<file path="src/rtl/wbu_if.sv">
// MEM/WB payload bundle presented to the write-back unit.
// The master drives the registered payload; the WBU answers with in_ready.
interface wbu_if #(
    parameter int XLEN = 64
);
    logic            in_valid;
    logic            in_ready;
    logic [31:0]     in_pc;
    logic [31:0]     in_inst;
    logic [4:0]      in_rd;
    logic            in_rd_w_en;
    logic            in_rd_w_src_exu;
    logic            in_rd_w_src_mem;
    logic            in_rd_w_src_csr;
    logic [XLEN-1:0] in_exu_result;
    logic [XLEN-1:0] in_lsu_r_data;
    logic [XLEN-1:0] in_csr_r_data;
    logic            in_csr_w_en;
    logic [11:0]     in_csr_addr;
    logic            in_inst_system_ebreak;

    modport master (
        output in_valid, in_pc, in_inst, in_rd, in_rd_w_en,
               in_rd_w_src_exu, in_rd_w_src_mem, in_rd_w_src_csr,
               in_exu_result, in_lsu_r_data, in_csr_r_data,
               in_csr_w_en, in_csr_addr, in_inst_system_ebreak,
        input  in_ready
    );

    modport slave (
        input  in_valid, in_pc, in_inst, in_rd, in_rd_w_en,
               in_rd_w_src_exu, in_rd_w_src_mem, in_rd_w_src_csr,
               in_exu_result, in_lsu_r_data, in_csr_r_data,
               in_csr_w_en, in_csr_addr, in_inst_system_ebreak,
        output in_ready
    );
endinterface

</file>
<file path="src/rtl/wbu.sv">
// Write-back unit: selects rd data, owns the integer register file, issues CSR
// writes, records a commit trace and retire count, and halts after ebreak.
module wbu #(
    parameter int XLEN = 64
) (
    input  logic            clk,
    input  logic            rst,
    wbu_if.slave            mw,
    input  logic [4:0]      rs1_addr,
    input  logic [4:0]      rs2_addr,
    output logic [XLEN-1:0] rs1_data,
    output logic [XLEN-1:0] rs2_data,
    output logic            wb_fwd_en,
    output logic [4:0]      wb_fwd_rd,
    output logic [XLEN-1:0] wb_fwd_data,
    output logic            csr_w_en,
    output logic [11:0]     csr_w_addr,
    output logic [XLEN-1:0] csr_w_data,
    output logic            commit_valid,
    output logic [31:0]     commit_pc,
    output logic [31:0]     commit_inst,
    output logic [63:0]     retire_cnt,
    output logic            halted,
    output logic [XLEN-1:0] halt_code
);

    typedef enum logic {
        RUN  = 1'b0,
        HALT = 1'b1
    } state_t;

    state_t          state_q, state_d;
    logic [XLEN-1:0] regs_q [32];
    logic [XLEN-1:0] regs_d [32];
    logic            commit_valid_q, commit_valid_d;
    logic [31:0]     commit_pc_q, commit_pc_d;
    logic [31:0]     commit_inst_q, commit_inst_d;
    logic [63:0]     retire_cnt_q, retire_cnt_d;
    logic [XLEN-1:0] halt_code_q, halt_code_d;

    logic            fire;
    logic            rd_we;
    logic [XLEN-1:0] wb_data;
    logic [XLEN-1:0] a0_bypass;
    logic [4:0]      rs_addr [2];
    logic [XLEN-1:0] rs_data [2];

    assign fire        = mw.in_valid & (state_q == RUN);
    assign rd_we       = fire & mw.in_rd_w_en & (mw.in_rd != 5'd0);
    assign mw.in_ready = (state_q == RUN);

    // Source priority is mem > csr > exu; exu also covers "no source selected".
    always_comb begin
        wb_data = mw.in_exu_result;
        if (mw.in_rd_w_src_mem) begin
            wb_data = mw.in_lsu_r_data;
        end else if (mw.in_rd_w_src_csr) begin
            wb_data = mw.in_csr_r_data;
        end
    end

    assign wb_fwd_en   = rd_we;
    assign wb_fwd_rd   = mw.in_rd;
    assign wb_fwd_data = wb_data;

    assign csr_w_en   = fire & mw.in_csr_w_en;
    assign csr_w_addr = mw.in_csr_addr;
    assign csr_w_data = mw.in_exu_result;

    assign rs_addr[0] = rs1_addr;
    assign rs_addr[1] = rs2_addr;
    assign rs1_data   = rs_data[0];
    assign rs2_data   = rs_data[1];

    // Read ports see the in-flight write in the same cycle.
    generate
        for (genvar gi = 0; gi < 2; gi++) begin : g_rd_port
            always_comb begin
                rs_data[gi] = regs_q[rs_addr[gi]];
                if (rs_addr[gi] == 5'd0) begin
                    rs_data[gi] = '0;
                end else if (rd_we && (rs_addr[gi] == mw.in_rd)) begin
                    rs_data[gi] = wb_data;
                end
            end
        end
    endgenerate

    assign a0_bypass = (rd_we && (mw.in_rd == 5'd10)) ? wb_data : regs_q[10];

    always_comb begin
        state_d        = state_q;
        regs_d         = regs_q;
        commit_valid_d = 1'b0;
        commit_pc_d    = commit_pc_q;
        commit_inst_d  = commit_inst_q;
        retire_cnt_d   = retire_cnt_q;
        halt_code_d    = halt_code_q;
        if (rd_we) begin
            regs_d[mw.in_rd] = wb_data;
        end
        if (fire) begin
            commit_valid_d = 1'b1;
            commit_pc_d    = mw.in_pc;
            commit_inst_d  = mw.in_inst;
            retire_cnt_d   = retire_cnt_q + 64'd1;
        end
        case (state_q)
            RUN: begin
                if (fire && mw.in_inst_system_ebreak) begin
                    state_d     = HALT;
                    halt_code_d = a0_bypass;
                end
            end
            HALT: begin
                state_d = HALT;
            end
            default: begin
                state_d = RUN;
            end
        endcase
    end

    always_ff @(posedge clk) begin
        if (rst) begin
            state_q        <= RUN;
            commit_valid_q <= 1'b0;
            commit_pc_q    <= '0;
            commit_inst_q  <= '0;
            retire_cnt_q   <= '0;
            halt_code_q    <= '0;
            for (int i = 0; i < 32; i++) begin
                regs_q[i] <= '0;
            end
        end else begin
            state_q        <= state_d;
            commit_valid_q <= commit_valid_d;
            commit_pc_q    <= commit_pc_d;
            commit_inst_q  <= commit_inst_d;
            retire_cnt_q   <= retire_cnt_d;
            halt_code_q    <= halt_code_d;
            regs_q         <= regs_d;
        end
    end

    assign commit_valid = commit_valid_q;
    assign commit_pc    = commit_pc_q;
    assign commit_inst  = commit_inst_q;
    assign retire_cnt   = retire_cnt_q;
    assign halted       = (state_q == HALT);
    assign halt_code    = halt_code_q;

endmodule

</file>
<file path="src/flat_wrapper.sv">
// flat-port wrapper written by rule: the top's interface ports become plain ports
module wbu_flat 
#(
    parameter int XLEN = 64
)
  (clk, rst, rs1_addr, rs2_addr, rs1_data, rs2_data, wb_fwd_en, wb_fwd_rd, wb_fwd_data, csr_w_en, csr_w_addr, csr_w_data, commit_valid, commit_pc, commit_inst, retire_cnt, halted, halt_code, mw_in_valid, mw_in_pc, mw_in_inst, mw_in_rd, mw_in_rd_w_en, mw_in_rd_w_src_exu, mw_in_rd_w_src_mem, mw_in_rd_w_src_csr, mw_in_exu_result, mw_in_lsu_r_data, mw_in_csr_r_data, mw_in_csr_w_en, mw_in_csr_addr, mw_in_inst_system_ebreak, mw_in_ready);
  wbu_if #(.XLEN(XLEN)) mw_i ();
  input  logic clk;
  input  logic rst;
  input  logic [4:0] rs1_addr;
  input  logic [4:0] rs2_addr;
  output logic [XLEN-1:0] rs1_data;
  output logic [XLEN-1:0] rs2_data;
  output logic wb_fwd_en;
  output logic [4:0] wb_fwd_rd;
  output logic [XLEN-1:0] wb_fwd_data;
  output logic csr_w_en;
  output logic [11:0] csr_w_addr;
  output logic [XLEN-1:0] csr_w_data;
  output logic commit_valid;
  output logic [31:0] commit_pc;
  output logic [31:0] commit_inst;
  output logic [63:0] retire_cnt;
  output logic halted;
  output logic [XLEN-1:0] halt_code;
  input wire logic [$bits(mw_i.in_valid)-1:0] mw_in_valid;
  input wire logic [$bits(mw_i.in_pc)-1:0] mw_in_pc;
  input wire logic [$bits(mw_i.in_inst)-1:0] mw_in_inst;
  input wire logic [$bits(mw_i.in_rd)-1:0] mw_in_rd;
  input wire logic [$bits(mw_i.in_rd_w_en)-1:0] mw_in_rd_w_en;
  input wire logic [$bits(mw_i.in_rd_w_src_exu)-1:0] mw_in_rd_w_src_exu;
  input wire logic [$bits(mw_i.in_rd_w_src_mem)-1:0] mw_in_rd_w_src_mem;
  input wire logic [$bits(mw_i.in_rd_w_src_csr)-1:0] mw_in_rd_w_src_csr;
  input wire logic [$bits(mw_i.in_exu_result)-1:0] mw_in_exu_result;
  input wire logic [$bits(mw_i.in_lsu_r_data)-1:0] mw_in_lsu_r_data;
  input wire logic [$bits(mw_i.in_csr_r_data)-1:0] mw_in_csr_r_data;
  input wire logic [$bits(mw_i.in_csr_w_en)-1:0] mw_in_csr_w_en;
  input wire logic [$bits(mw_i.in_csr_addr)-1:0] mw_in_csr_addr;
  input wire logic [$bits(mw_i.in_inst_system_ebreak)-1:0] mw_in_inst_system_ebreak;
  output wire logic [$bits(mw_i.in_ready)-1:0] mw_in_ready;
  assign mw_i.in_valid = mw_in_valid;
  assign mw_i.in_pc = mw_in_pc;
  assign mw_i.in_inst = mw_in_inst;
  assign mw_i.in_rd = mw_in_rd;
  assign mw_i.in_rd_w_en = mw_in_rd_w_en;
  assign mw_i.in_rd_w_src_exu = mw_in_rd_w_src_exu;
  assign mw_i.in_rd_w_src_mem = mw_in_rd_w_src_mem;
  assign mw_i.in_rd_w_src_csr = mw_in_rd_w_src_csr;
  assign mw_i.in_exu_result = mw_in_exu_result;
  assign mw_i.in_lsu_r_data = mw_in_lsu_r_data;
  assign mw_i.in_csr_r_data = mw_in_csr_r_data;
  assign mw_i.in_csr_w_en = mw_in_csr_w_en;
  assign mw_i.in_csr_addr = mw_in_csr_addr;
  assign mw_i.in_inst_system_ebreak = mw_in_inst_system_ebreak;
  assign mw_in_ready = mw_i.in_ready;
  wbu #(.XLEN(XLEN)) u_core (.clk(clk), .rst(rst), .mw(mw_i), .rs1_addr(rs1_addr), .rs2_addr(rs2_addr), .rs1_data(rs1_data), .rs2_data(rs2_data), .wb_fwd_en(wb_fwd_en), .wb_fwd_rd(wb_fwd_rd), .wb_fwd_data(wb_fwd_data), .csr_w_en(csr_w_en), .csr_w_addr(csr_w_addr), .csr_w_data(csr_w_data), .commit_valid(commit_valid), .commit_pc(commit_pc), .commit_inst(commit_inst), .retire_cnt(retire_cnt), .halted(halted), .halt_code(halt_code));
endmodule
</file>
<file path="config.mk">
export PLATFORM = sky130hd
export DESIGN_NAME = wbu_flat
export DESIGN_NICKNAME = d
export VERILOG_FILES = /design/src/rtl/wbu_if.sv /design/src/rtl/wbu.sv /design/src/flat_wrapper.sv
export SDC_FILE = /design/constraint.sdc
export NUM_CORES = 2
export LEC_CHECK = 0
export BUFFER_PORTS_ARGS = -buffer_cell sky130_fd_sc_hd__buf_2
export CAP_MARGIN = 20
export CORE_MARGIN = 1.5
export CORE_UTILIZATION = 30
export CTS_CLUSTER_DIAMETER = 40
export DETAILED_ROUTE_END_ITERATION = 16
export SKIP_LAST_GASP = 1
export SYNTH_ARGS = -nofsm -noshare
export SYNTH_HDL_FRONTEND = slang
export SYNTH_SLANG_ARGS = --single-unit
</file>
<file path="constraint.sdc">
create_clock -name clk -period 4.2 [get_ports clk]
set_input_delay 1.26 -clock clk [delete_from_list [all_inputs] [get_ports clk]]
set_output_delay 1.26 -clock clk [all_outputs]
set_load 0.02 [all_outputs]
</file>
Yosys cells after proc, flatten, opt, wreduce, memory -nomap -nowiden
Cells that the tools add are included.
{ "op_classes": {"magnitude_cmp": 4, "addsub": 1, "bitwise_logic": 8, "n_reduce_logical": 9, "n_mul": 0, "n_div": 0, "n_shift": 0, "muxes": 19, "n_eq_ne": 3} }
{ "op_table": {"columns": ["operator", "n"], "rows": [
  ["$bwmux W2048", 1],
  ["$mux W64", 12],
  ["$bmux W64 S5", 2],
  ["$demux W64 S5", 1],
  ["$add A64 B1 Y64 const B", 1],
  ["$ge A6 B6 Y1 const B", 3],
  ["$not A5 Y6", 3],
  ["$eq A5 B5 Y1", 2],
  ["$logic_not A5 Y1", 2],
  ["$lt A6 B1 Y1 const B", 1],
  ["$eq A5 B4 Y1 const B", 1],
  ["$logic_and A1 B1 Y1", 5],
  ["$reduce_bool A5 Y1", 1],
  ["$and A1 B1 Y1", 4],
  ["$mux W1", 2],
  ["$pmux W1 S2", 1],
  ["$reduce_and A2 Y1", 1],
  ["$not A1 Y1", 1]
]} }
{ "word_totals": {"ff_bits": 2242, "input_bits": 292, "ramBits": 0, "output_inout_bits": 470, "mem_count": 0, "latch_bits": 0, "mem_bits_ro": 0, "wordCells": 82} }

Logic depth before layout (Yosys ltp)
{ "depth": {"depth_word": 7, "ltp_mapped": 10, "depth_no_buf": 6} }

Worst setup path before layout
OpenSTA, ideal clock, no wires.
{ "synth_path": {"path_type": "in2out", "from": "input mw_in_rd[2]", "to": "output rs1_data[0]", "required_time_ns": 2.940, "setup_slack_ns": -0.332, "cell_stages": 9, "path_buffers": 4, "arrival_time_ns": 3.272, "path_cell_list": "or3_1 > buf_2 > o31ai_4 > inv_2 > and4_1 > buf_2 > buf_6 > buf_4 > a211oi_1"} }
{ "synth_between": {"elab_chain_cells": 5, "elab_cells_between_ends": 6, "classes_between": "eq/ne (1); mux (2); bitwise (1); reduce/logical (2)"} }
{ "synth_rtl": {"columns": ["element", "line", "source"], "rows": [
  ["start, declared", "flat_wrapper.sv:29", "input wire logic [$bits(mw_i.in_rd)-1:0] mw_in_rd;"],
  ["$reduce_bool A5 Y1", "wbu.sv:49", "assign rd_we = fire & mw.in_rd_w_en & (mw.in_rd != 5'd0);"],
  ["$and A1 B1 Y1", "wbu.sv:49", null],
  ["named net wb_fwd_en", "flat_wrapper.sv:14", "output logic wb_fwd_en;"],
  ["$logic_and A1 B1 Y1", "wbu.sv:82", "end else if (rd_we && (rs_addr[gi] == mw.in_rd)) begin"],
  ["$mux W64", "wbu.sv:82", null],
  ["$mux W64", "wbu.sv:80", "if (rs_addr[gi] == 5'd0) begin"],
  ["end, declared", "flat_wrapper.sv:12", "output logic [XLEN-1:0] rs1_data;"]
]} }
The timed path passes the listed nets, and every way through them passes these cells.

Final worst setup path
{ "layout_path": {"from": "input mw_in_rd[2]", "to": "output rs1_data[11]"} }
{ "layout_between": {"elab_chain_cells": 5, "elab_cells_between_ends": 6, "classes_between": "eq/ne (1); mux (2); bitwise (1); reduce/logical (2)"} }
{ "layout_rtl": {"columns": ["element", "line"], "rows": [
  ["$reduce_bool A5 Y1", "wbu.sv:49"],
  ["$and A1 B1 Y1", "wbu.sv:49"],
  ["$logic_and A1 B1 Y1 (*)", "wbu.sv:82"],
  ["$mux W64 (*)", "wbu.sv:82"],
  ["$mux W64 (*)", "wbu.sv:80"]
]} }
Every way passes the cells marked *; elsewhere a longest branch is shown, timed or not.

==> metrics.md <==
| Metric | Value |
|---|---|
| Post-synth ARST share | 0 |
| GRT Residual Overflow | 0 |
| WP data required | ~2.9 ns |
| Pwr Total | 57.39 mW |
| RSZ-0062 raised after global routing | yes |
| Flop pwr share | 0.375 |
| Vias in the first global route | 103500 |
| Hold_sp | u_core.commit_pc[2]$_SDFFE_PP0N_ |
| Simple-Gate Fraction of Synth Area | 0.1782 |
| VDD IR max | 0.2929 mV |
| CP endpoint kind | output pin |
| Setup ws final | -0.5986 ns |
| Initial core utilization | 0.3021 |
| Fillers | 35530 |
| Vias per cell | around 5.7 |
| Power Internal | 41.39 mW |
| FF+latch count, synth | 2242 |
| I/O pin count | between 700 and 800 |
| Placed wire-length estimate | 342900 um |
| Post-DP Area | 132500 um2 |
| Arr. time, crit path | 3.54 ns |
| Syn avg cell area | 8.587 um2 |
| Kind of critical path | in -> out |
| Final period utilization | 1.143 |
| Adder-Cell Fraction of Synth Area | 0.0001110 |
| Rows | 224 |
| Nets | 14580 |
| Wirelength per Cell | 27.31 um |
| Top FF cell, synth | dfxtp_1 |
| Critical R2R Capture | u_core.regs_q[1261]$_SDFFE_PP0P_ |
| First-pass GRT wire length | 748900 um |
| Tmin final | 4.799 ns |
| Count of different cell masters after synthesis | between 70 and 80 |
| Layout cells sized above 1 | 0.3190 |
| Synth Area in Compound Gates | 0.1486 |
| Die Span X | 615.9 um |
| Skew final | 0.03881 ns |
| ANT nets after route | 0 |
| Combinational Power Share | 0.146 |
| Combinational family with the most area after synthesis | multiplexers |
| CP startpoint kind | primary input |
| Commonest non-fill, non-tap cells in the layout | nor2_1, dfxtp_1, a21oi_1, buf_4, mux4_2 |
| CP max FO | 7 |
| Hold_buf cts | 0 |
| Initial antenna violation count | 48 |
| Leading cell type in the layout, fill and taps excluded | nor2_1 |
| Failing checks | negative setup slack |
| FF+latch area | 44880 um2 |
| Switch share | 0.2788 |
| GRT Total Usage | 0.2686 |
| Clock sinks | roughly 2200 |
| Latest clock arrival within the worst-skew pair | a little under 0.9 ns |
| Die ar. | 379400 um2 |
| Hold Vio Cnt, Final | 0 |
| Dpl ws | -0.9116 ns |
| Power per Cell Area | 373.9 nW/um2 |
| Fin Setup TNS | -59.37 ns |
| Port Buf Inserts | 736 |
| Hold path depth | 2 |
| Worst-margin pin slew | 1.069 ns |
| Final Instance Area | 153500 um2 |
| Area grow syn2layout | 36.21% |
| Slew margin rel. | 0.2874 |
| CTS HTree Levels | 5 |
| Max Slew Vio Count | 0 |
| Post-synth EDFFs | 0 |
| Core footprint | 373000 um2 |
| Maximum buffer depth of the clock tree | 4 |
| Ys Warns | 0 |
| Pre-Repair DR Iteration Count | 7 |
| Reg clk slew, reported paths | 0.05 ns |
| Hold EP | u_core.commit_pc[2]$_SDFFE_PP0N_ |
| Netlist Area Pre-Place | 112700 um2 |
| Clk pwr share | 0.479 |
| CTS tree | yes |
| First-iteration detailed-routing DRC count | 16550 |
| Max Cap Viol | 0 |
| Net Count, Synth | 13420 |
| Hold Path Class | reg -> reg |
| Remaining DRCs | 0 |
| Share of the core filled with cells | 0.4115 |
| Max frequency | 0.2084 GHz |
| RePlAce Congestion | around 0.93 |
| Final setup viols | roughly 130 |
| Status | finished, violations left |
| Post-synthesis sequential area ratio | 0.3982 |
| Routed vias | about 110k |
| Net Switching | roughly 16 mW |
| Largest net degree at the start of global routing | between 150 and 200 |
| Mapped Cells | 13130 |
| Reg2reg start | u_core.halted$_SDFF_PP0_ |
| Total wire length | 536100 um |
| Reg2Reg Setup Slack | roughly 1.5 ns |
| Multi-input logic area | 67030 um2 |
| Leakage power | about 60 nW |
| Cts bufs inserted | 300 |
| CTS Root Cell | clkbuf_16 |
| Mux contribution to synthesized area | 0.2141 |
| XOR/XNOR Fraction of Synth Area | 0.002798 |
| Die height | ~620 um |
| Reg2Reg Depth | 6 |
[per-stage QoR]
step / hold slack [ns] / std cells
after floorplan: 0.4509 / 13130
after global placement: 0.4390 / 18600
after detailed placement: 0.4446 / 18600
after CTS: 0.4521 / 19370
after global routing: 0.4686 / 19620
final: 0.4508 / 19630
[worst max-delay path by stage]
stage / startpoint / to / slack, ns / cells after the start
finish: mw_in_rd[2] / rs1_data[11] / -0.60 / 11
global route: mw_in_rd[2] / rs1_data[8] / -0.62 / 11
CTS: mw_in_rd[3] / rs1_data[8] / -0.59 / 11
detailed placement: rs2_addr[4] / rs2_data[21] / -0.91 / 11
global placement: rs2_addr[0] / rs2_data[10] / -0.95 / 9
floorplan: rs2_addr[0] / rs2_data[2] / -0.22 / 5
[worst max-delay path, stage by stage]
cell and delay, ns:
buf_6 0.15, or3_4 0.41, o31ai_4 0.24, buf_4 0.16
inv_2 0.03, and4_4 0.19, buf_12 0.17, buf_16 0.16
buf_12 0.16, a211oi_4 0.40, buf_6 0.18
[synthesized netlist by cell type, types with 109 or more instances]
cell,n,area share
a211oi_1,210,0.014
mux2i_1,232,0.021
dfxtp_1,2242,0.40
buf_2,236,0.010
nor3_1,119,0.0053
buf_4,116,0.0077
a21oi_1,2154,0.096
mux4_2,849,0.17
o22ai_1,318,0.018
nor2_1,4235,0.14
mux2_2,239,0.024
clkbuf_1,1022,0.034
nand2_1,218,0.0073
nor2b_1,109,0.0061
[timing repair]
| item | CTS | global route |
|---|---|---|
| endpoints found under the hold margin | 0 | 0 |
| setup endpoints to repair | 137 | 132 |
| pin swaps | 175 | 194 |
| resized for setup | 817 | 412 |
| gates cloned | 50 | 20 |
| buffers inserted | 206 | 142 |
[sequential cells by signal, summed over array words and instances (netlist names)]
| register | flops |
|---|---|
| u_core.commit_valid | 1 |
| u_core.halted | 1 |
| u_core.halt_code | 64 |
| u_core.retire_cnt | 64 |
| u_core.commit_pc | 32 |
| u_core.regs_q | 2048 |
| u_core.commit_inst | 32 |
[routing by layer]
layer	share of wire	up-vias	global-route usage
met2	0.43	7613	0.4029
met1	0.36	54590	0.3299
met3	0.11	1631	0.06122
met4	0.091	12	0.2190
met5	0.00013	-	0.0006313
li1	-	48400	-
[area by class of cell]
class                      count  share of cell area
inverter                      79            0.001948
clock inverter               178             0.01550
antenna                      134            0.002184
sequential                  2242              0.2924
clock buffer                 356             0.05286
timing repair buffer        2322              0.1580
multi-input combinational   9345              0.4366
tap                         4972             0.04052
[power groups by stage]
stage / logic, mW / registers [mW] / clock network (mW)
floorplan: 3.26 / 22.1 / 0
global placement: 7.13 / 22.0 / 0
detailed placement: 7.13 / 22.0 / 0
CTS: 7.92 / 21.5 / 27.6
global route: 8.58 / 21.5 / 28.4
finish: 8.40 / 21.5 / 27.5
[logic make-up after synthesis]
kind of cell	Yosys count
compound gates	2998
mux	1320
simple gates	4990
fa+ha+maj	1
flops	2242
buf+inv	1538
xor+xnor	36
Power figures use the tool's default switching activity.
